==> src/rtl/cpu_pkg.sv <==
// Shared definitions for the multicycle CPU: opcode fields, ALU op and FSM state encodings.
// CPU_DIV_EN enables the DIV opcodes; without it they decode as illegal.
package cpu_pkg;

  localparam int         OPC_MEM_BIT = 0;
  localparam logic [3:0] OPC_HALT    = 4'b1000;

  typedef enum logic [1:0] {
    ALU_ADD = 2'd0,
    ALU_SUB = 2'd1,
    ALU_MUL = 2'd2,
    ALU_DIV = 2'd3
  } alu_op_e;

  typedef enum logic [2:0] {
    ST_FETCH   = 3'd0,
    ST_OPA     = 3'd1,
    ST_OPA_IND = 3'd2,
    ST_OPB     = 3'd3,
    ST_OPB_IND = 3'd4,
    ST_EXEC    = 3'd5,
    ST_WRITE   = 3'd6,
    ST_HALTED  = 3'd7
  } state_e;

  function automatic logic opc_illegal(input logic [3:0] opc);
    logic ill;
    ill = 1'b0;
    if (opc != OPC_HALT) begin
      ill = opc[3];
`ifndef CPU_DIV_EN
      if (opc[2:1] == 2'b11) ill = 1'b1;
`endif
    end
    return ill;
  endfunction

endpackage

==> src/rtl/multicycle_cpu_if.sv <==
// Single-port memory bus with req/ready handshake; the CPU is the master.
interface multicycle_cpu_if #(
  parameter int DATA_W = 4,
  parameter int ADDR_W = 6
);
  logic              req;
  logic              we;
  logic [ADDR_W-1:0] addr;
  logic [DATA_W-1:0] wdata;
  logic [DATA_W-1:0] rdata;
  logic              ready;

  modport master (output req, we, addr, wdata, input rdata, ready);
  modport slave  (input req, we, addr, wdata, output rdata, ready);
endinterface

==> src/rtl/cpu_alu.sv <==
// Combinational ALU: ADD/SUB/MUL, plus an unsigned divider when CPU_DIV_EN is defined.
module cpu_alu
  import cpu_pkg::*;
#(
  parameter int DATA_W = 4
) (
  input  alu_op_e           op,
  input  logic [DATA_W-1:0] a,
  input  logic [DATA_W-1:0] b,
  output logic [DATA_W-1:0] y,
  output logic              zero,
  output logic              carry,
  output logic              dz
);

  logic [DATA_W:0]     sum;
  logic [DATA_W:0]     diff;
  logic [2*DATA_W-1:0] prod;

  always_comb begin
    sum   = {1'b0, a} + {1'b0, b};
    diff  = {1'b0, a} - {1'b0, b};
    prod  = {{DATA_W{1'b0}}, a} * {{DATA_W{1'b0}}, b};
    y     = '0;
    carry = 1'b0;
    dz    = 1'b0;
    case (op)
      ALU_ADD: begin
        y     = sum[DATA_W-1:0];
        carry = sum[DATA_W];
      end
      // Top bit of the zero-extended difference is the borrow.
      ALU_SUB: begin
        y     = diff[DATA_W-1:0];
        carry = diff[DATA_W];
      end
      ALU_MUL: begin
        y     = prod[DATA_W-1:0];
        carry = |prod[2*DATA_W-1:DATA_W];
      end
      default: begin
`ifdef CPU_DIV_EN
        if (b == '0) begin
          y  = '1;
          dz = 1'b1;
        end else begin
          y = a / b;
        end
`endif
      end
    endcase
    zero = (y == '0);
  end

endmodule

==> src/rtl/multicycle_cpu.sv <==
// Multicycle CPU: fetch opcode, two immediate or memory-indirect operands, execute, write result.
// CPU_DIV_EN builds the divider and makes opcodes 0110/0111 legal.
module multicycle_cpu
  import cpu_pkg::*;
#(
  parameter int                DATA_W      = 4,
  parameter int                ADDR_W      = 6,
  parameter logic [ADDR_W-1:0] RESULT_ADDR = {ADDR_W{1'b1}}
) (
  input  logic                    clk,
  input  logic                    rst,
  multicycle_cpu_if.master        mem,
  output logic                    halted,
  output logic                    illegal_op,
  output logic                    zero_flag,
  output logic                    carry_flag,
  output logic                    dz_flag
);

  localparam int NA = (ADDR_W + DATA_W - 1) / DATA_W;
  localparam int CW = (NA > 1) ? $clog2(NA) : 1;

  state_e            state, nxt_state;
  logic [ADDR_W-1:0] pc, nxt_pc;
  logic [ADDR_W-1:0] acc, nxt_acc;
  logic [CW-1:0]     wcnt, nxt_wcnt;
  logic [2:0]        opc;
  logic [DATA_W-1:0] a_q, b_q;
  logic              req_q, we_q, nxt_req, nxt_we;
  logic [ADDR_W-1:0] addr_q, nxt_addr;
  logic [DATA_W-1:0] wdata_q, nxt_wdata;
  logic              ill_q, nxt_ill;
  logic              z_q, c_q, dz_q;
  logic              done;
  logic [3:0]        fetched;
  logic [DATA_W-1:0] alu_y;
  logic              alu_zero, alu_carry, alu_dz;

  cpu_alu #(.DATA_W(DATA_W)) u_alu (
    .op    (alu_op_e'(opc[2:1])),
    .a     (a_q),
    .b     (b_q),
    .y     (alu_y),
    .zero  (alu_zero),
    .carry (alu_carry),
    .dz    (alu_dz)
  );

  assign done    = req_q & mem.ready;
  assign fetched = mem.rdata[3:0];

  always_comb begin
    nxt_state = state;
    nxt_pc    = pc;
    nxt_acc   = acc;
    nxt_wcnt  = wcnt;
    nxt_ill   = ill_q;
    nxt_wdata = (state == ST_EXEC) ? alu_y : wdata_q;
    case (state)
      ST_FETCH: if (done) begin
        nxt_pc   = pc + ADDR_W'(1);
        nxt_wcnt = '0;
        if (fetched == OPC_HALT) begin
          nxt_state = ST_HALTED;
        end else if (opc_illegal(fetched)) begin
          nxt_state = ST_HALTED;
          nxt_ill   = 1'b1;
        end else begin
          nxt_state = ST_OPA;
        end
      end
      ST_OPA, ST_OPB: if (done) begin
        nxt_pc = pc + ADDR_W'(1);
        if (!opc[OPC_MEM_BIT]) begin
          nxt_state = (state == ST_OPA) ? ST_OPB : ST_EXEC;
        end else begin
          // Operand address arrives MSB word first; older words shift out the top.
          nxt_acc = ADDR_W'({acc, mem.rdata});
          if (wcnt == CW'(NA - 1)) begin
            nxt_wcnt  = '0;
            nxt_state = (state == ST_OPA) ? ST_OPA_IND : ST_OPB_IND;
          end else begin
            nxt_wcnt = wcnt + CW'(1);
          end
        end
      end
      ST_OPA_IND: if (done) nxt_state = ST_OPB;
      ST_OPB_IND: if (done) nxt_state = ST_EXEC;
      ST_EXEC:    nxt_state = ST_WRITE;
      ST_WRITE:   if (done) nxt_state = ST_FETCH;
      default:    nxt_state = ST_HALTED;
    endcase

    // Request for the state being entered is registered now, so transactions run back-to-back.
    nxt_req  = 1'b1;
    nxt_we   = 1'b0;
    nxt_addr = nxt_pc;
    case (nxt_state)
      ST_OPA_IND, ST_OPB_IND: nxt_addr = nxt_acc;
      ST_WRITE: begin
        nxt_we   = 1'b1;
        nxt_addr = RESULT_ADDR;
      end
      ST_EXEC, ST_HALTED: begin
        nxt_req  = 1'b0;
        nxt_addr = addr_q;
      end
      default: ;
    endcase
  end

  always_ff @(posedge clk) begin
    if (rst) begin
      state   <= ST_FETCH;
      pc      <= '0;
      wcnt    <= '0;
      req_q   <= 1'b0;
      we_q    <= 1'b0;
      addr_q  <= '0;
      wdata_q <= '0;
      ill_q   <= 1'b0;
      z_q     <= 1'b0;
      c_q     <= 1'b0;
      dz_q    <= 1'b0;
    end else begin
      state   <= nxt_state;
      pc      <= nxt_pc;
      wcnt    <= nxt_wcnt;
      req_q   <= nxt_req;
      we_q    <= nxt_we;
      addr_q  <= nxt_addr;
      wdata_q <= nxt_wdata;
      ill_q   <= nxt_ill;
      if (state == ST_EXEC) begin
        z_q  <= alu_zero;
        c_q  <= alu_carry;
        dz_q <= alu_dz;
      end
    end
  end

  always_ff @(posedge clk) begin
    acc <= nxt_acc;
    if (done && state == ST_FETCH) opc <= fetched[2:0];
    if (done && ((state == ST_OPA && !opc[OPC_MEM_BIT]) || state == ST_OPA_IND)) a_q <= mem.rdata;
    if (done && ((state == ST_OPB && !opc[OPC_MEM_BIT]) || state == ST_OPB_IND)) b_q <= mem.rdata;
  end

  assign mem.req    = req_q;
  assign mem.we     = we_q;
  assign mem.addr   = addr_q;
  assign mem.wdata  = wdata_q;
  assign halted     = (state == ST_HALTED);
  assign illegal_op = ill_q;
  assign zero_flag  = z_q;
  assign carry_flag = c_q;
`ifdef CPU_DIV_EN
  assign dz_flag    = dz_q;
`else
  assign dz_flag    = 1'b0;
`endif

endmodule

==> src/flat_wrapper.sv <==
// flat-port wrapper written by rule: the top's interface ports become plain ports
module multicycle_cpu_flat import cpu_pkg::*;
#(
  parameter int                DATA_W      = 4,
  parameter int                ADDR_W      = 6,
  parameter logic [ADDR_W-1:0] RESULT_ADDR = {ADDR_W{1'b1}}
)
  (clk, rst, halted, illegal_op, zero_flag, carry_flag, dz_flag, mem_req, mem_we, mem_addr, mem_wdata, mem_rdata, mem_ready);
  multicycle_cpu_if #(.DATA_W(DATA_W), .ADDR_W(ADDR_W)) mem_i ();
  input  logic clk;
  input  logic rst;
  output logic halted;
  output logic illegal_op;
  output logic zero_flag;
  output logic carry_flag;
  output logic dz_flag;
  output wire logic [$bits(mem_i.req)-1:0] mem_req;
  output wire logic [$bits(mem_i.we)-1:0] mem_we;
  output wire logic [$bits(mem_i.addr)-1:0] mem_addr;
  output wire logic [$bits(mem_i.wdata)-1:0] mem_wdata;
  input wire logic [$bits(mem_i.rdata)-1:0] mem_rdata;
  input wire logic [$bits(mem_i.ready)-1:0] mem_ready;
  assign mem_req = mem_i.req;
  assign mem_we = mem_i.we;
  assign mem_addr = mem_i.addr;
  assign mem_wdata = mem_i.wdata;
  assign mem_i.rdata = mem_rdata;
  assign mem_i.ready = mem_ready;
  multicycle_cpu #(.DATA_W(DATA_W), .ADDR_W(ADDR_W), .RESULT_ADDR(RESULT_ADDR)) u_core (.clk(clk), .rst(rst), .mem(mem_i), .halted(halted), .illegal_op(illegal_op), .zero_flag(zero_flag), .carry_flag(carry_flag), .dz_flag(dz_flag));
endmodule
==> config.mk <==
export PLATFORM = sky130hd
export DESIGN_NAME = multicycle_cpu_flat
export DESIGN_NICKNAME = d
export VERILOG_FILES = /design/src/rtl/cpu_pkg.sv /design/src/rtl/multicycle_cpu_if.sv /design/src/rtl/cpu_alu.sv /design/src/rtl/multicycle_cpu.sv /design/src/flat_wrapper.sv
export SDC_FILE = /design/constraint.sdc
export NUM_CORES = 1
export LEC_CHECK = 0
export BUFFER_PORTS_ARGS = -buffer_cell sky130_fd_sc_hd__buf_4
export CORE_MARGIN = 4
export CORE_UTILIZATION = 45
export CTS_CLUSTER_DIAMETER = 60
export DETAILED_ROUTE_END_ITERATION = 12
export PLACE_DENSITY = 0.6
export SETUP_SLACK_MARGIN = 0.2
export SKIP_CTS_REPAIR_TIMING = 1
export SKIP_LAST_GASP = 1
export SLEW_MARGIN = 20
export SYNTH_ARGS = -nofsm -noshare
export SYNTH_HDL_FRONTEND = slang
export SYNTH_SLANG_ARGS = --single-unit
export TNS_END_PERCENT = 1
==> constraint.sdc <==
create_clock -name clk -period 4.9 [get_ports clk]
set_input_delay 0.245 -clock clk [delete_from_list [all_inputs] [get_ports clk]]
set_output_delay 0.245 -clock clk [all_outputs]
set_load 0.03 [all_outputs]
=== After elaboration in Yosys (flattened, before gate mapping) ===
Cells that the tools add are included.

* Output and inout bits: 17
* Register bits after elaboration: 42
* Input port bits: 7
* Word-level logic and storage cells: 92

* Muxes and demuxes: 32
* $add $sub $neg: 4
* Multiply operators: 1
* Bitwise logic cells: 2
* Reduce and logical (&&, ||, !) cells: 19
* Eq/ne operators: 20

{| class="wikitable"
|+ Operators with widths
! kind !! number
|-
| $mux W3 || 11
|-
| $mux W6 || 5
|-
| $eq A3 B3 Y1 const B || 8
|-
| $pmux W3 S6 || 1
|-
| $pmux W6 S3 || 1
|-
| $pmux W4 S3 || 1
|-
| $mux W1 || 11
|-
| $eq A3 B2 Y1 const B || 3
|-
| $mul A4 B4 Y8 || 1
|-
| $reduce_and A4 Y1 || 2
|-
| $add A6 B1 Y6 const B || 1
|-
| $ne A2 B1 Y1 const B || 3
|-
| $reduce_or A2 Y1 || 3
|-
| $add A4 B4 Y5 || 1
|-
| $logic_and A1 B1 Y1 || 5
|-
| $sub A4 B4 Y5 || 1
|-
| $eq A2 B2 Y1 const B || 2
|-
| $eq A4 B4 Y1 const B || 1
|-
| $logic_not A4 Y1 || 1
|-
| $ne A4 B4 Y1 const B || 1
|-
| $reduce_or A4 Y1 || 1
|-
| $eq A3 B1 Y1 const B || 1
|-
| $logic_not A3 Y1 || 1
|-
| $pmux W1 S3 || 1
|-
| 10 further kinds || 11
|}

=== Longest topological paths before layout ===
Gate-level depths: netlist of the first run.

* Depth after elaboration: 13
* Depth in mapped cells: 13
* Mapped depth without buffers: 13

=== Cells and area by module ===
A second synthesis of the first run with hierarchy kept.

* Cells, all modules: 274
* Area, all modules: 2652.5 µm²

{| class="wikitable"
|+ Modules (own cells, without submodules)
! module !! instances !! sequential area each (µm²) !! area an instance (µm²) !! cells each
|-
| multicycle_cpu || 1 || 950.9 || 1859.3 || 172
|-
| cpu_alu || 1 || 0.0 || 793.3 || 102
|}

=== Worst setup path after synthesis of the first run ===
No wires, ideal clock.

* Path type: reg2reg
* Start point: reg u_core.a_q[1]
* End point: reg u_core.c_q, in the netlist u_core.carry_flag
* Cell stages (with the launch flop): 12
* Setup time: 128 ps
* Arrival time: 2803 ps
* Buffers on the path: 0
* Period minus slack after synthesis: 2931 ps
* Slack: 1969 ps
* Required time: 4772 ps
* Cell sequence: edfxtp_1 -> nand2_1 -> fa_1 -> fa_1 -> inv_1 -> ha_1 -> a21o_1 -> a21oi_1 -> mux2i_1 -> nand4_1 -> a221oi_1 -> nor2_1

* Cells in the longest elaborated chain, start to end: 3
* Elaborated cells on any way between the ends: 5
* Those cells by class: 2 x add/sub; 1 x mul; 1 x mux; 1 x reduce/logical

{| class="wikitable"
|+ RTL lines
! what !! line !! text
|-
| start, declared || multicycle_cpu.sv:28 || <nowiki>logic [DATA_W-1:0] a_q, b_q;</nowiki>
|-
| start signal, assigned || multicycle_cpu.sv:145 || <nowiki>if (done && ((state == ST_OPA && !opc[OPC_MEM_BIT]) || state == ST_OPA_IND)) a_q <= mem.rdata;</nowiki>
|-
| $mul A4 B4 Y8 || cpu_alu.sv:23 || <nowiki>prod = {{DATA_W{1'b0}}, a} * {{DATA_W{1'b0}}, b};</nowiki>
|-
| $reduce_or A4 Y1 || cpu_alu.sv:39 || <nowiki>carry = |prod[2*DATA_W-1:DATA_W];</nowiki>
|-
| $pmux W1 S3 (*) || cpu_alu.sv:27 || <nowiki>case (op)</nowiki>
|-
| end signal, assigned || multicycle_cpu.sv:136 || <nowiki>c_q <= alu_carry;</nowiki>
|-
| end, declared || multicycle_cpu.sv:33 || <nowiki>logic z_q, c_q, dz_q;</nowiki>
|}

Every way passes the cells marked *; elsewhere a longest branch is shown, timed or not.
A chain may end at the register's enable or synchronous reset.

=== Worst setup path after layout of the first run ===
Ends and elaborated chain as after synthesis.

==> reports/results.tsv, run 1 <==
stage	metric	value	unit
outcome	status	finished clean	
floorplanning	die footprint	6966	um^2
job	max cap viols	0	
power_and_ir_drop	Power per Cell Area	290.3	nW/um^2
floorplanning	Core Area	5507	um^2
drt	Via Count	1862	
logic_synthesis	mux cell area share after synthesis	4.199	%
floorplanning	num rows	27	
layout	fin area	2824	um^2
logic_synthesis	post-synth top area share	24.22	%
drt	Vias/cell	5.290	
clock_tree	Root Buffer	clkbuf_8	
logic_synthesis	Adder-Cell Fraction of Synth Area	14.94	%
clock_tree	TritonCTS Buffers	5	
layout	commonest non-fill, non-tap cell in the layout	nor2_1	
grt	GRT Total Usage	15.92	%
sta	fin crit share	63.57	%
clock_tree	clk slew on worst S/H paths	80	ps
clock_tree	Max H-tree Level	2	
layout	most frequent cells in the layout	32 x nor2_1, 31 x dfxtp_1, 22 x buf_4, 21 x ha_1, 20 x nand2_1	
sta	Rel. slew slack	45.59	%
power_and_ir_drop	Overall Power	819.9	uW
grt	grt total ovfl	0	
grt	first-pass GRT wire length	9032	um
grt	largest net degree at the start of global routing	26	
drt	Routed Antenna Nets	0	
worst_setup_path	worst path cell trace	nand2_1, fa_1, fa_1, inv_1, ha_1, a21o_1, a21oi_1, mux2i_1, nand4_1, a221oi_1, nor2_1	
sta	Fmax	321.0	MHz
clock_tree	clk_lat worst skew	300	ps
sta	RSZ-0062 raised after global routing	no	
worst_setup_path	WP data required	5080	ps
sta	worst slew pin tran	808.6	ps
logic_synthesis	Synth Area in Compound Gates	16.26	%
drt	DR WL/cell	14.93	um
worst_setup_path	cell mode on critical path	fa_1	
placed_design	post-DP HPWL	3980	um
drt	drt pass-1 iters	5	
logic_synthesis	synthesized flop and latch total	42	
placed_design	# port buffers	22	
worst_setup_path	critical path's slowest cell	fa_1	
logic_synthesis	Synth area leaders	dfxtp_1 24%, edfxtp_1 13%, ha_1 10%, fa_1 4.7%, nor2_1 4.7%	
logic_synthesis	main combinational cell family by area after synthesis	simple AND/OR/NAND/NOR gates	
logic_synthesis	simple logic cell fraction of the synthesized area	18.31	%
logic_synthesis	xor/xnor share of the synthesized area	3.418	%
grt	number of global-route vias before repair	1839	
worst_setup_path	CP Class	register to register	
floorplanning	Starting Density	46.53	%
logic_synthesis	sequential area share after synthesis	37.11	%
drt	Detailed Route WL	5255	um
logic_synthesis	Mapped Area	2562	um^2
logic_synthesis	synthesized area per cell	9.818	um^2
drt	drt initial violations	133	
logic_synthesis	Post-synth ARST share	0	%
placed_design	placed inst area	2741	um^2
worst_setup_path	CP startpoint kind	register	
worst_setup_path	Worst EP arrival	3290	ps
sta	final-report max-slew violation count	0	
worst_setup_path	Critical Path Fanout Max	7	
clock_tree	CTS Buffer Depth	2	
power_and_ir_drop	Lkg Pwr	0.001217	uW
worst_setup_path	CP endpoint kind	register	
layout	Layout Utilization	51.28	%
floorplanning	die width	83.46	um
drt	DRC Markers	0	
hold_path	worst hold path class	primary input to register	
logic_synthesis	leading area contributor after synthesis	dfxtp_1	
layout	Syn-to-layout area delta	10.21	%
logic_synthesis	Synth Instances	261	
logic_synthesis	Synth Flop Type	dfxtp_1	
clock_tree	TritonCTS clock tree	built	
sta	Fin Setup TNS	0	ps
logic_synthesis	synth warn	0	
logic_synthesis	Post-synth EDFFs	11	
grt	initial antenna violation count	0	
sta	final setup fails	0	
logic_synthesis	Synthesized Nets	295	
layout	ANT cells	0	
sta	Final Skew	13.53	ps
clock_tree	CTS sink cnt	42	
layout	share of cells above drive strength 1	17.50	%
placed_design	GPL Wtd Cong	0.7934	
power_and_ir_drop	Peak supply drop	0.1703	mV
worst_setup_path	max incr delay on CP	550	ps
sta	hold violation count in the final report	0	
floorplanning	chip height	83.46	um
layout	final net count	313	
floorplanning	Ports	24	
sta	final period demand of the worst path	3115	ps
logic_synthesis	post-synthesis cell type count	58	
worst max-delay path, delay by kind of cell (launching register included):
kind | cells | cell delay, ps
adder cells (fa/ha/maj) | 3 | 1340
buffers and inverters | 1 | 70
AO/OA/AOI/OAI | 3 | 590
AND/OR/NAND/NOR | 3 | 280
multiplexers | 1 | 210
flip-flops | 1 | 510
per-stage QoR:
| stage | hold WS (ps) | std cells | worst slack (ps) |
|---|---|---|---|
| 2_1_floorplan | 313.9 | 261 | 1969 |
| 3_3_place_gp | 453.3 | 344 | 1854 |
| 3_5_place_dp | 459.9 | 344 | 1798 |
| 4_1_cts | 179.4 | 352 | 1771 |
| 5_1_grt | 168.4 | 352 | 1554 |
| 6_report | 186.6 | 352 | 1785 |
cell type report:
cell class	count	area (um^2)
fillers	529	2683
multi-input cells	190	1468
flip-flops and latches	42	950.9
repair buffers	22	165.2
well taps	72	90.09
clock buffers	7	76.32
inverters	18	67.56
clock inverters	1	6.256
state kept, by name, indices dropped and copies added (netlist names), 3 cells and up:
signal and flops:
u_core.pc 6, u_core.mem.addr 6, u_core.opc 3, u_core.acc 6
u_core.state 3, u_core.a_q 4, u_core.mem.wdata 4, u_core.b_q 4
synth_stat cells, drive strengths merged (2+ instances only):
master,n
a2111oi,4
a211oi,7
a21o,5
a21oi,8
and2,5
and2b,2
and3,2
buf,7
clkbuf,4
dfxtp,31
edfxtp,11
fa,6
ha,21
inv,18
mux2,6
mux2i,4
nand2,20
nand2b,3
nand3,2
nand4,2
nor2,32
nor2b,5
nor3,6
o211a,2
o21a,5
o21ai,6
o22a,2
o22ai,6
o41ai,2
or4,2
xnor2,6
xor2,4
final timing paths:
path / startpoint / to / slack (ps) / cells after the start
setup / recovery: u_core.a_q[1] / u_core.carry_flag / 1780 / 11
hold reg to reg: u_core.mem.wdata[2] / u_core.mem.wdata[2] / 470 / 2
setup reg to reg: u_core.a_q[1] / u_core.carry_flag / 1780 / 11
hold / removal: mem_rdata[0] / u_core.a_q[0] / 190 / 1
report_power, final:
part	internal (uW)	switching (uW)	leakage (uW)
logic	79.5	99.8	0.000820
registers	388	30.5	0.000353
clock network	101	120	0.0000428
total	569	251	0.00122
kinds of logic after synthesis:
| logic type | count (synthesis) |
|---|---|
| XOR/XNOR | 10 |
| AND/OR/NAND/NOR | 89 |
| other | 1 |
| buffers and inverters | 29 |
| adder cells (fa/ha/maj) | 27 |
| AO/OA/AOI/OAI | 53 |
| flip-flops | 42 |
| multiplexers | 10 |
per-layer routing:
| metal | wire length, um | up-vias | global-route usage (%) |
|---|---|---|---|
| li1 | - | 963 | - |
| met2 | 2372 | 32 | 23.47 |
| met5 | 0 | - | 0 |
| met4 | 47 | 0 | 4.386 |
| met1 | 2617 | 863 | 23.40 |
| met3 | 218 | 4 | 3.554 |
Note: power is estimated with default switching activity, not from simulation.
==> run 2: changes to the inputs <==
--- a/config.mk
+++ b/config.mk
@@ -10,7 +10,7 @@
 export CORE_UTILIZATION = 45
 export CTS_CLUSTER_DIAMETER = 60
 export DETAILED_ROUTE_END_ITERATION = 12
-export PLACE_DENSITY = 0.6
+export PLACE_DENSITY = 0.63
 export SETUP_SLACK_MARGIN = 0.2
 export SKIP_CTS_REPAIR_TIMING = 1
 export SKIP_LAST_GASP = 1
==> constraint.sdc (replaced) <==
create_clock -name clk -period 2.7 [get_ports clk]
set_input_delay 0.135 -clock clk [delete_from_list [all_inputs] [get_ports clk]]
set_output_delay 0.135 -clock clk [all_outputs]
set_load 0.03 [all_outputs]
==> run 2 against run 1 <==
Against the previous run:
- the run now ends with setup timing left
- wire length up 1.0%
- critical path depth unchanged
- non-clock buffer count rose by 15
- total power rose by 97%
- die area is the same
- sequential cell count unchanged
- critical path type unchanged
- largest cell class unchanged
==> reports/results.tsv, run 2 (same netlist as run 1, synthesis figures left out) <==
stage	metric	value	unit
grt	number of global-route vias before repair	1947	
placed_design	GPL Wtd Cong	0.8135	
sta	Rel. slew slack	60.70	%
worst_setup_path	CP Class	register to register	
drt	drt pass-1 iters	4	
worst_setup_path	Critical Path Fanout Max	2	
floorplanning	chip height	83.46	um
drt	Routed Antenna Nets	0	
layout	final net count	328	
floorplanning	Starting Density	46.53	%
placed_design	# port buffers	22	
worst_setup_path	CP endpoint kind	register	
sta	worst slew pin tran	574.6	ps
worst_setup_path	Worst EP arrival	3010	ps
sta	RSZ-0062 raised after global routing	yes	
placed_design	post-place setup slack	-168.7	ps
floorplanning	die width	83.46	um
layout	flip-flop and latch area	950.9	um^2
floorplanning	Core Area	5507	um^2
sta	Fmax	355.2	MHz
sta	Final Skew	6.879	ps
layout	Filler cells	530	
sta	final period demand of the worst path	2816	ps
layout	Syn-to-layout area delta	17.29	%
clock_tree	Root Buffer	clkbuf_8	
drt	DR WL/cell	14.46	um
grt	initial antenna violation count	0	
sta	final-report max-slew violation count	0	
outcome	status	finished with violations	
power_and_ir_drop	Peak supply drop	0.3537	mV
job	max cap viols	0	
grt	largest net degree at the start of global routing	26	
layout	fin area	3005	um^2
layout	commonest non-fill, non-tap cell in the layout	buf_4	
clock_tree	CTS Buffer Depth	2	
grt	GRT Total Usage	16.24	%
drt	Detailed Route WL	5308	um
floorplanning	Ports	24	
floorplanning	die footprint	6966	um^2
layout	Layout Utilization	54.58	%
sta	hold violation count in the final report	0	
grt	grt total ovfl	0	
sta	final setup fails	2	
clock_tree	Max H-tree Level	2	
sta	fin crit share	104.3	%
drt	drt initial violations	116	
power_and_ir_drop	Lkg Pwr	0.001306	uW
layout	multi-input logic area	1503	um^2
layout	share of cells above drive strength 1	24.07	%
clock_tree	TritonCTS Buffers	5	
layout	most frequent cells in the layout	36 x buf_4, 32 x nor2_1, 31 x dfxtp_1, 20 x nand2_1, 19 x ha_1	
drt	Vias/cell	5.166	
drt	Via Count	1896	
drt	DRC Markers	0	
placed_design	post-DP HPWL	4120	um
sta	slack of the critical path	-115.5	ps
placed_design	placed insts	358	
worst_setup_path	WP data required	2890	ps
grt	first-pass GRT wire length	9356	um
layout	Final Non-Filler Cells	367	
clock_tree	CTS sink cnt	42	
floorplanning	num rows	27	
clock_tree	clk slew on worst S/H paths	80	ps
clock_tree	TritonCTS clock tree	built	
worst_setup_path	CP startpoint kind	register	
layout	ANT cells	0	
outcome	failing checks	setup timing	
placed_design	placed inst area	2869	um^2
clock_tree	clk_lat worst skew	300	ps
hold_path	worst hold path class	primary input to register	
power_and_ir_drop	Power per Cell Area	536.3	nW/um^2
power_and_ir_drop	Overall Power	1612	uW
-- run 2: per-stage QoR --
stage | hold WS, ps | setup TNS, ps
2_1_floorplan | 203.9 | -99.27
3_3_place_gp | 370.3 | -60.16
3_5_place_dp | 370.7 | -209.7
4_1_cts | 50.41 | -224.0
5_1_grt | 50.33 | -503.4
6_report | 56.69 | -139.4
-- run 2: area by class of cell --
type                            instances  area share (%)
Multi-Input combinational cell        190           50.00
Sequential cell                        42           31.64
Timing Repair Buffer                   37           9.367
Tap cell                               72           2.998
Clock buffer                            5           2.290
Inverter                               18           2.248
Clock inverter                          3           1.457
-- run 2: per-layer routing --
layer	track usage, %	wire length (um)	vias to the layer above
li1	-	-	983
met1	22.24	2512	875
met2	26.17	2497	33
met3	3.653	246	5
met4	3.947	52	0
met5	0	0	-
-- run 2: final timing paths --
path | startpoint | endpoint | slack [ps] | depth (start not counted)
worst max-delay path | u_core.b_q[3] | u_core.carry_flag | -120 | 11
worst min-delay path | mem_rdata[0] | u_core.opc[0] | 60 | 1
worst max register to register | u_core.b_q[3] | u_core.carry_flag | -120 | 11
worst min register to register | u_core.mem.wdata[2] | u_core.mem.wdata[2] | 470 | 2
-- run 2: power breakdown --
group | internal, uW | switching (uW) | total (uW)
clock | 277 | 235 | 512
combinational | 155 | 187 | 342
sequential | 705 | 53.4 | 758
-- run 2: worst max-delay path, cell delays in order (launching register included) --
cell and delay, ps:
edfxtp_1 370, nand2_1 90, fa_1 500, fa_1 530
inv_2 60, ha_4 200, a21o_1 160, a21oi_2 160
mux2i_1 210, nand4_1 130, a221oi_2 240, nor2_1 60
